==> src/rtl/alu_issue_queue.sv <==
// ---------------------------------------------------------------------------
// alu_issue_queue
//
// Issue stage in front of a combinational ALU. Requests {op, a, b} go into a
// small FIFO. The head entry drives the ALU inputs. The ALU result, the zero
// flag and the producing opcode are then registered into a single output slot,
// which has a valid/ready handshake.
//
// Ports:
//   clk, rst_n        rising-edge clock, asynchronous active-low reset
//   flush             synchronous clear of the FIFO and the output slot
//   in_valid/in_ready request handshake (in_ready depends on count only)
//   in_op, in_a, in_b request payload
//   alu_op/a/b        head entry presented to the ALU (zeros when empty)
//   alu_result/zero   combinational ALU response
//   out_valid/ready   result slot handshake
//   out_result/zero/op registered result, zero flag and producing opcode
//   count             FIFO occupancy, not counting the output slot
// ---------------------------------------------------------------------------
module alu_issue_queue #(
    parameter int DATA_W = 32,
    parameter int OP_W   = 4,
    parameter int DEPTH  = 4,
    parameter int CNT_W  = 3
) (
    input  logic              clk,
    input  logic              rst_n,
    input  logic              flush,
    input  logic              in_valid,
    output logic              in_ready,
    input  logic [OP_W-1:0]   in_op,
    input  logic [DATA_W-1:0] in_a,
    input  logic [DATA_W-1:0] in_b,
    output logic [OP_W-1:0]   alu_op,
    output logic [DATA_W-1:0] alu_a,
    output logic [DATA_W-1:0] alu_b,
    input  logic [DATA_W-1:0] alu_result,
    input  logic              alu_zero,
    output logic              out_valid,
    input  logic              out_ready,
    output logic [DATA_W-1:0] out_result,
    output logic              out_zero,
    output logic [OP_W-1:0]   out_op,
    output logic [CNT_W-1:0]  count
);

    localparam int               PTR_W   = (DEPTH > 1) ? $clog2(DEPTH) : 1;
    localparam logic [CNT_W-1:0] DEPTH_C = CNT_W'(DEPTH);

    // Payload storage. The head is read combinationally because the ALU has to
    // see it in the same cycle that the result is captured.
    logic [OP_W-1:0]   mem_op [DEPTH];
    logic [DATA_W-1:0] mem_a  [DEPTH];
    logic [DATA_W-1:0] mem_b  [DEPTH];

    logic [PTR_W-1:0]  wr_ptr_reg;
    logic [PTR_W-1:0]  rd_ptr_reg;
    logic [CNT_W-1:0]  count_reg;

    logic              out_valid_reg;
    logic [DATA_W-1:0] out_result_reg;
    logic              out_zero_reg;
    logic [OP_W-1:0]   out_op_reg;

    logic not_empty;
    logic slot_free;
    logic push;
    logic pop;

    assign not_empty = (count_reg != '0);
    assign slot_free = !out_valid_reg || out_ready;
    // in_ready is derived from count alone. A pop in the same cycle therefore
    // does not open the queue until the next cycle, and no comb path exists
    // from out_ready to in_ready.
    assign in_ready  = (count_reg < DEPTH_C);
    assign push      = in_valid && in_ready && !flush;
    assign pop       = not_empty && slot_free && !flush;

    assign alu_op = not_empty ? mem_op[rd_ptr_reg] : '0;
    assign alu_a  = not_empty ? mem_a[rd_ptr_reg]  : '0;
    assign alu_b  = not_empty ? mem_b[rd_ptr_reg]  : '0;

    // Storage needs no reset: only entries that have been pushed are read.
    always_ff @(posedge clk) begin
        if (push) begin
            mem_op[wr_ptr_reg] <= in_op;
            mem_a[wr_ptr_reg]  <= in_a;
            mem_b[wr_ptr_reg]  <= in_b;
        end
    end

    // Pointers and occupancy. DEPTH is a power of two, so the natural
    // overflow of the pointer gives the modulo wrap.
    always_ff @(posedge clk or negedge rst_n) begin
        if (!rst_n) begin
            wr_ptr_reg <= '0;
            rd_ptr_reg <= '0;
            count_reg  <= '0;
        end else if (flush) begin
            wr_ptr_reg <= '0;
            rd_ptr_reg <= '0;
            count_reg  <= '0;
        end else begin
            if (push) begin
                wr_ptr_reg <= wr_ptr_reg + 1'b1;
            end
            if (pop) begin
                rd_ptr_reg <= rd_ptr_reg + 1'b1;
            end
            if (push && !pop) begin
                count_reg <= count_reg + 1'b1;
            end else if (pop && !push) begin
                count_reg <= count_reg - 1'b1;
            end
        end
    end

    // Output slot. The data registers keep their last values when the slot
    // drains or is flushed. Only out_valid is cleared.
    always_ff @(posedge clk or negedge rst_n) begin
        if (!rst_n) begin
            out_valid_reg  <= 1'b0;
            out_result_reg <= '0;
            out_zero_reg   <= 1'b0;
            out_op_reg     <= '0;
        end else if (flush) begin
            out_valid_reg <= 1'b0;
        end else if (pop) begin
            out_valid_reg  <= 1'b1;
            out_result_reg <= alu_result;
            out_zero_reg   <= alu_zero;
            out_op_reg     <= mem_op[rd_ptr_reg];
        end else if (out_valid_reg && out_ready) begin
            // Reached only when the FIFO is empty, because a non-empty FIFO
            // with a free slot would have taken the pop branch.
            out_valid_reg <= 1'b0;
        end
    end

    assign out_valid  = out_valid_reg;
    assign out_result = out_result_reg;
    assign out_zero   = out_zero_reg;
    assign out_op     = out_op_reg;
    assign count      = count_reg;

endmodule

==> config.mk <==
export PLATFORM = sky130hd
export DESIGN_NAME = alu_issue_queue
export DESIGN_NICKNAME = d
export VERILOG_FILES = /design/src/rtl/alu_issue_queue.sv
export SDC_FILE = /design/constraint.sdc
export NUM_CORES = 1
export LEC_CHECK = 0
export CORE_MARGIN = 4
export CORE_UTILIZATION = 40
export CTS_CLUSTER_SIZE = 12
export DETAILED_ROUTE_END_ITERATION = 8
export PLACE_DENSITY = 0.65
export SYNTH_ARGS = -nofsm -noshare
export SYNTH_HDL_FRONTEND = slang
export SYNTH_SLANG_ARGS = --single-unit
==> constraint.sdc <==
create_clock -name clk -period 5.1 [get_ports clk]
set_input_delay 0.765 -clock clk [delete_from_list [all_inputs] [get_ports clk]]
set_output_delay 0.765 -clock clk [all_outputs]
set_load 0.02 [all_outputs]
; After elaboration in Yosys (flattened, before gate mapping)
; Memory sizes are Yosys's and may differ from the RTL's.
; Index checks and enable logic that the tools add are counted.
[totals]
ff_bits = 45
mem_bits_rw = 272
inputBits = 106
out_inout_bits = 110
word_cells = 49
n_memories = 3
[mem_list]
columns = name, words, width, read_ports, rd_clocked_by_memory_dff, write_ports, line_no
row1 = mem_a, 4, 32, 1, 0, 1, 53  ; logic [DATA_W-1:0] mem_a [DEPTH];
row2 = mem_b, 4, 32, 1, 0, 1, 54  ; logic [DATA_W-1:0] mem_b [DEPTH];
row3 = mem_op, 4, 4, 1, 0, 1, 52  ; logic [OP_W-1:0] mem_op [DEPTH];
[op_classes]
addsub = 4
magnitude_cmp = 1
mux = 15
bitwise_logic = 1
n_reduce_logical = 18
[ops]
columns = op, count
row1 = $mux 32, 2
row2 = $mux 3, 3
row3 = $reduce_bool 3->1, 3
row4 = $mux 2, 4
row5 = $logic_and 1x1->1, 7
row6 = $mux 1, 5
row7 = $add 2x1->2 const B, 2
row8 = $logic_not 1->1, 4
row9 = $mux 4, 1
row10 = $reduce_bool 2->1, 2
row11 = $add 3x1->3 const B, 1
row12 = $lt 3x3->1 const B, 1
row13 = $sub 3x1->3 const B, 1
row14 = $reduce_and 2->1, 1
row15 = $logic_or 1x1->1, 1
row16 = $not 1->1, 1

; Depth between registers and ports, before layout
; Gate-level depths: netlist (run 1).
[logic_depth]
ltp_word = 8
depth_mapped = 8

; Worst setup path before layout (run 1)
; Ideal clock, no wire load.
[synth_path]
kind = input to register
startpoint = input in_valid
endpoint = memory mem_a[0][0] (enable)
t_arrival_ns = 2.819
required_time_ns = 4.666
setup_slack_ns = 1.848
path_stages = 3
path_cell_list = and2b_1 -> nor2b_1 -> and2_1
[synth_between]
elab_chain_cells = 4
[synth_lines]
columns = element, line_no
row1 = "start, declared", 29  ; input logic in_valid,
row2 = $logic_and 1x1->1 (2 in a row), 76  ; assign push = in_valid && in_ready && !flush;
row3 = $mux 1, 85  ; if (push) begin
row4 = $mux 1 (implied by the code), 87  ; mem_a[wr_ptr_reg] <= in_a;
row5 = "end, declared", 53
; No other way between the ends.

; Final worst setup path (run 1)
[layout_path]
startpoint = register rd_ptr_reg[0]
endpoint = output alu_b[12]
[layout_between]
elab_chain_cells = 2
[layout_lines]
columns = element, line_no
row1 = "start, declared", 57  ; logic [PTR_W-1:0] rd_ptr_reg;
row2 = "start signal, assigned", 108  ; rd_ptr_reg <= rd_ptr_reg + 1'b1;
row3 = $mem_v2 4x32, --
row4 = $mux 32, 81  ; assign alu_b = not_empty ? mem_b[rd_ptr_reg] : '0;
row5 = "end, declared", 36  ; output logic [DATA_W-1:0] alu_b,
; No other way between the ends.

==> metrics.md, run 1 <==
| Metric | Value |
|---|---|
| Most common cell after layout, fill and taps aside | edfxtp_1 |
| DR vias | slightly above 6000 |
| Worst-case clock skew | 0.0152 ns |
| Num CTS Buffers | 35 |
| CP bufs+invs | 2 |
| Critical Path RT | 4.34 ns |
| Initial core utilization | between 40% and 50% |
| Max Cap Violations | 0 |
| Result of the run | finished, final reports clean |
| Average wire per cell in the routed design | 20.9 um |
| Synthesized Nets | 680 |
| Post-cts repair resize count | 0 |
| Dominant delay contributor by cell family on the critical path | buffers and inverters |
| TritonCTS clock tree | built |
| Number of placement rows | 63 |
| Hold Crit Class | input pin to async pin |
| Combined area of all synthesized cells | 12300 sq um |
| Element type at the critical path start | flip-flop |
| TNS Setup | 0 ns |
| DR iter-0 viols | about 370 |
| Gr usage total | 14.9% |
| Mapped Cells | 569 |
| Hold violation count in the final report | 0 |
| Largest net degree at the start of global routing | 70 |
| Number of buffers inserted by hold repair at cts | 0 |
| Number of antenna violations at the first check in global routing | 1 |
| Worst max-slew margin expressed relative to the limit | 23.8% |
| Count of synthesis-stage warnings from yosys | 0 |
| Count of unique library cells instantiated by Yosys | 31 |
| Count of buffers added by post-CTS timing repair for setup | 0 |
| Total DRC errors in the routed layout | 0 |
| RSZ-0062 raised after global routing | no |
| Layout cells sized above 1 | 19.8% |
| Latest clock arrival within the worst-skew pair | ~0.51 ns |
| Register clock-pin slew on the reported worst setup and hold paths | ~0.06 ns |
| Slew @ Worst Pin | 1.14 ns |
| Worst-case vdd ir drop | ~0.37 mV |
| Global-route wire length before repair | 39000 um |
| Antenna Nets Post-Route | 0 |
| Bufs on Longest Clock Path | 3 |
| Fmax | 258 MHz |
| Placeable core region | 30000 sq um |
| Via density | 5.08 |
| Final Wtd Congestion | roughly 0.84 |
| Boundary Pins | 216 |
| Commonest cells after routing, fill and taps aside | edfxtp_1 (272), clkdlybuf4s50_1 (214), and2_1 (69) |
| Number of detailed-routing iterations run before antenna repair | 5 |
| Smallest setup slack after layout | 1.23 ns |
| Die area | 33700 sq um |
| Cell area power density | ~580 nW/um^2 |
| Number of nets in the layout | 906 |
| H-tree depth | 2 |
| Number of max-slew violations in the final report | 0 |
| Cell chosen for the clock root | clkbuf_16 |
| Port buffer count | 215 |
| Maximum single-stage delay on the critical path | slightly above 0.8 ns |
| Per-instance average area after synthesis | 21.6 sq um |
| Number of inserted diodes | 0 |
| Layout area overhead | 28.9% |
| Vias in the first global route | ~6800 |
| Critical path capture point type | output pin |
| Biggest fanout along the worst timing path | 41 |
| Sequential element share of the synthesized area | between 70 and 80% |
| Static leakage | 5.31 nW |
| Final HPWL from detailed placement | between 15000 and 20000 um |
| Crit share post-route | 75.9% |
| Final setup violation count | 0 |
| Width of the die | around 180 um |
| Wire length after detailed routing | between 20000 and 30000 um |
| Clock tree sinks | around 320 |
| Height of the die | 183 um |
| Minimum clock period after layout | 3.87 ns |
| Synth Register Bits | ~320 |
| Arr. time, crit path | roughly 3.1 ns |
| Pre-CTS setup slack | 1.72 ns |
| Critical-path cell list | buf_12, mux4_2, and2_1, clkdlybuf4s50_1 |
| WS Path Type | flip-flop to output pin |
| Slowest cell on crit path | dfrtp_4 |
| Total gr overflow | 0 |
cell usage after synthesis:
cell       instances  area share [%]
and2b_1            1           0.061
nor2_1             8            0.24
ha_1               4            0.41
nor3_1             2           0.081
buf_12             3            0.49
a2111oi_0          1           0.071
buf_6              1           0.091
o211a_1            1           0.081
clkbuf_1          15            0.46
nor2b_1            2            0.10
mux2_4            30             3.7
nand3_1            3            0.12
inv_1              5            0.15
edfxtp_1         272              66
nand2_8            1            0.16
o211ai_1           1           0.061
nand3b_1           1           0.061
fa_1               1            0.16
nand2_1            2           0.061
xor2_1             1           0.071
nor2_8             1            0.16
mux4_2            68              12
a21oi_1            4            0.16
and2_1            73             3.7
a31oi_1            1           0.051
buf_2              9            0.37
nand2b_1           1           0.051
or3_1              2            0.10
mux2_2             8            0.73
xnor2_1            2            0.14
dfrtp_1           45             9.1
logic make-up after synthesis:
group,share of synthesized area [%]
DFF,75.5
muxes,16.8
and+or+nand+nor,4.92
buffers and inverters,1.55
AOI/OAI and AO/OA,0.427
adders and majority gates,0.569
xor gates and xnor gates,0.213
layout make-up:
class | count | area, sq um
well taps | 390 | 488
flip-flops and latches | 317 | 9300
inverters | 5 | 18.8
fillers | 2379 | 14200
multi-input cells | 219 | 2840
repair buffers | 217 | 2170
clock buffers | 45 | 913
clock inverters | 16 | 136
metal layers:
layer  global-route usage (%)  part of all wire [%]
met5                        0                 0.051
met4                     2.77                  0.98
met3                     5.66                   9.3
met2                     24.2                    48
met1                     19.6                    42
power breakdown:
| part | total (mW) | switching [mW] | internal, mW |
|---|---|---|---|
| clock network | 2.29 | 0.968 | 1.33 |
| registers | 3.42 | 0.271 | 3.14 |
| logic | 3.46 | 1.65 | 1.82 |
| total | 9.17 | 2.89 | 6.29 |
final timing paths:
check	from	to	slack [ns]	cells after the start
worst max-delay path	rd_ptr_reg[0]$_DFFE_PN0P_	alu_b[12]	1.23	4
worst min-delay path	rst_n	out_result[5]$_DFFE_PN0P_	0.43	1
worst max register to register	count[2]$_DFFE_PN0P_	mem_b[1][28]$_DFFE_PP_	2.53	3
worst min register to register	out_result[13]$_DFFE_PN0P_	out_result[13]$_DFFE_PN0P_	0.51	1
max in group asynchronous	rst_n	rd_ptr_reg[0]$_DFFE_PN0P_	3.95	1
min in group clk	out_result[13]$_DFFE_PN0P_	out_result[13]$_DFFE_PN0P_	0.51	1
metrics by stage:
stage / cell area [sq um] / total power, mW / hold WS (ns) / cells / util [%]
6_report: 15900 / 9.17 / 0.425 / 1209 / 52.8
5_1_grt: 15900 / 9.64 / 0.504 / 1209 / 52.8
4_1_cts: 15900 / 9.32 / 0.457 / 1209 / 52.8
3_5_place_dp: 14800 / 6.98 / 0.495 / 1148 / 49.3
3_3_place_gp: 14800 / 6.94 / 0.491 / 1148 / 49.3
2_1_floorplan: 12300 / 5.46 / 0.469 / 569 / -
Power figures use the tool's default switching activity.
==> run 2: changes to the inputs <==
==> constraint.sdc (replaced) <==
create_clock -name clk -period 3.8 [get_ports clk]
set_input_delay 0.57 -clock clk [delete_from_list [all_inputs] [get_ports clk]]
set_output_delay 0.57 -clock clk [all_outputs]
set_load 0.02 [all_outputs]
==> metrics.md, run 2 (synthesis gave the netlist of run 1 again) <==
| Metric | Value |
|---|---|
| Largest net degree at the start of global routing | 46 (was 70) |
| Highest Signal Layer | met5 (unchanged) |
| Cell chosen for the clock root | clkbuf_16 (unchanged) |
| Critical Path Source | count[1]$_DFFE_PN0P_ (was rd_ptr_reg[0]$_DFFE_PN0P_) |
| Met2 routed WL | 12200 um (was 12100 um) |
| End point of the critical path | alu_b[23] (was alu_b[12]) |
| Dominant delay contributor by cell family on the critical path | simple AND/OR/NAND/NOR gates (was buffers and inverters) |
| Share of total power consumed by net switching | 31.1% (was 31.5%) |
| Number of nets in the layout | 917 (was 906) |
| Antenna Nets Post-Route | 0 (unchanged) |
| Total placed cells including tap cells | 1159 (was 1148) |
| Post-cts repair resize count | 0 (unchanged) |
| Number of cell instances on the worst register-to-register path | 6 (was 3) |
| Terminus of the critical flop-to-flop path | count[1]$_DFFE_PN0P_ (was mem_b[1][28]$_DFFE_PP_) |
| Slew @ Worst Pin | 0.992 ns (was 1.14 ns) |
| Total DRC errors in the routed layout | 0 (unchanged) |
| Arr. time, crit path | 2.93 ns (was 3.10 ns) |
| Final setup violation count | 0 (unchanged) |
| Register clock-pin slew on the reported worst setup and hold paths | 0.06 ns (about the same) |
| Fmax | 286 MHz |
| Crit share post-route | 92.0% |
| Worst-case vdd ir drop | 0.558 mV (was 0.366 mV) |
| Number of placement rows | 63 (unchanged) |
| Number of max-slew violations in the final report | 0 (unchanged) |
| Die area | 33700 sq um (unchanged) |
| Maximum single-stage delay on the critical path | 0.82 ns (was 0.81 ns) |
| Worst max-slew margin expressed relative to the limit | 33.8% (was 23.8%) |
| Hold Crit Class | input pin to async pin (unchanged) |
| Cell area power density | 772 nW/um^2 (was 578 nW/um^2) |
| TNS Setup | 0 ns (unchanged) |
| Reg2Reg Setup Slack | 0.85 ns (was 2.53 ns) |
| Count of buffers added by post-CTS timing repair for setup | 0 (unchanged) |
| Critical Path RT | 3.23 ns (was 4.34 ns) |
| Relative contribution of the clock network to total power | 25.1% (was 25.0%) |
| Commonest cells after routing, fill and taps aside | edfxtp_1 (272), clkdlybuf4s50_1 (214), and2_1 (69) (unchanged) |
| Width of the die | 183 um (unchanged) |
| Slowest cell on crit path | or3_2 (was dfrtp_4) |
| Switching power | 3.84 mW (was 2.89 mW) |
| Final HPWL from detailed placement | 16400 um (was 15100 um) |
| Cell internal pwr | 8.52 mW (was 6.29 mW) |
| Final Wtd Congestion | 0.837 (was 0.842) |
| H-tree depth | 2 (unchanged) |
| CP bufs+invs | 2 (unchanged) |
| Layout cells sized above 1 | 20.9% (was 19.8%) |
| Global-route wire length before repair | 39400 um (was 39000 um) |
| Number of inserted diodes | 0 (unchanged) |
| WP depth | 4 (unchanged) |
| Max Cap Violations | 0 (unchanged) |
| Static leakage | 5.38 nW (was 5.31 nW) |
| Height of the die | 183 um (unchanged) |
| Biggest fanout along the worst timing path | 42 (was 41) |
| Fraction of power consumed by combinational cells | 38.6% (was 37.8%) |
| Critical-path cell list | or3_2, buf_4, and2_1, clkdlybuf4s50_1 (was buf_12, mux4_2, and2_1, clkdlybuf4s50_1) |
| Minimum clock period after layout | between 3 and 4 ns |
| Layout area overhead | 30.1% (was 28.9%) |
| Critical path capture point type | output pin (unchanged) |
| Most common cell after layout, fill and taps aside | edfxtp_1 (unchanged) |
| Via density | 5.07 (was 5.08) |
| Initial core utilization | 41.0% (unchanged) |
| Num CTS Buffers | 35 (unchanged) |
| Hold violation count in the final report | 0 (unchanged) |
| Post-route non-filler standard cell count | 1218 (was 1209) |
| TritonCTS clock tree | built (unchanged) |
| Placeable core region | 30000 sq um (unchanged) |
| Routed length on met1 | 10700 um (was 10600 um) |
| Number of buffers inserted by hold repair at cts | 0 (unchanged) |
| Gr usage total | 15.0% (was 14.9%) |
| Result of the run | finished, final reports clean (unchanged) |
| Number of detailed-routing iterations run before antenna repair | 4 (was 5) |
| Latest clock arrival within the worst-skew pair | 0.51 ns (about the same) |
| DR iter-0 viols | 378 (was 372) |
| DR vias | 6175 (was 6145) |
| Sequential share of power | 36.3% (was 37.2%) |
| Element type at the critical path start | flip-flop (unchanged) |
| WS Path Type | flip-flop to output pin (unchanged) |
| Total gr overflow | 0 (unchanged) |
| RSZ-0062 raised after global routing | no (unchanged) |
| Port buffer count | 215 (unchanged) |
| Average wire per cell in the routed design | 21.0 um (was 20.9 um) |
| DR WL met3 | 2300 um (was 2340 um) |
| Bufs on Longest Clock Path | 3 (unchanged) |
| Vias in the first global route | 6705 (was 6780) |
| Wire length after detailed routing | 25500 um (was 25300 um) |
| Number of antenna violations at the first check in global routing | 2 (was 1) |
| Worst-case clock skew | 0.0139 ns (was 0.0152 ns) |
| Boundary Pins | 216 (unchanged) |
| Clock tree sinks | 317 (unchanged) |
| Beginning of the worst register-to-register path | count[1]$_DFFE_PN0P_ (was count[2]$_DFFE_PN0P_) |
-- run 2: area by class of cell --
cell class                      instances  area (sq um)
Clock buffer                           45           913
Clock inverter                         14           136
Fill cell                            2310         14000
Inverter                                5          18.8
Multi-Input combinational cell        219          2840
Sequential cell                       317          9300
Tap cell                              390           488
Timing Repair Buffer                  228          2320
-- run 2: power groups by stage --
stage | clock network (mW) | registers (mW) | logic, mW
after floorplan | 0 | 4.72 | 2.61
after global placement | 0 | 4.54 | 4.80
after detailed placement | 0 | 4.58 | 4.83
after CTS | 3.19 | 4.51 | 4.88
after global routing | 3.34 | 4.55 | 5.09
final | 3.10 | 4.49 | 4.77
-- run 2: through the flow --
step           hold slack (ns)  cell area, sq um  util, %  power (mW)  worst slack, ns
2_1_floorplan            0.274             12300        -        7.33            0.710
3_3_place_gp             0.492             15000     49.8        9.34            0.816
3_5_place_dp             0.492             15000     49.8        9.41            0.774
4_1_cts                  0.265             16000     53.3        12.6            0.227
5_1_grt                  0.324             16000     53.3        13.0            0.123
6_report                 0.244             16000     53.3        12.4            0.304
-- run 2: how the worst min path moves through the flow --
stage	from	end	slack, ns	depth (start not counted)
6_report	rst_n	out_result[2]$_DFFE_PN0P_	0.24	1
3_3_place_gp	out_result[7]$_DFFE_PN0P_	out_result[7]$_DFFE_PN0P_	0.49	1
3_5_place_dp	out_result[24]$_DFFE_PN0P_	out_result[24]$_DFFE_PN0P_	0.49	1
4_1_cts	rst_n	out_result[2]$_DFFE_PN0P_	0.26	1
2_1_floorplan	rst_n	count[0]$_DFFE_PN0P_	0.27	0
5_1_grt	rst_n	count[2]$_DFFE_PN0P_	0.32	1
-- run 2: per-layer routing --
metal  track usage (%)  up-vias
li1                  -     2740
met1              20.2     3154
met2              24.6      239
met3              4.47       38
met4              3.01        4
met5                 0        -
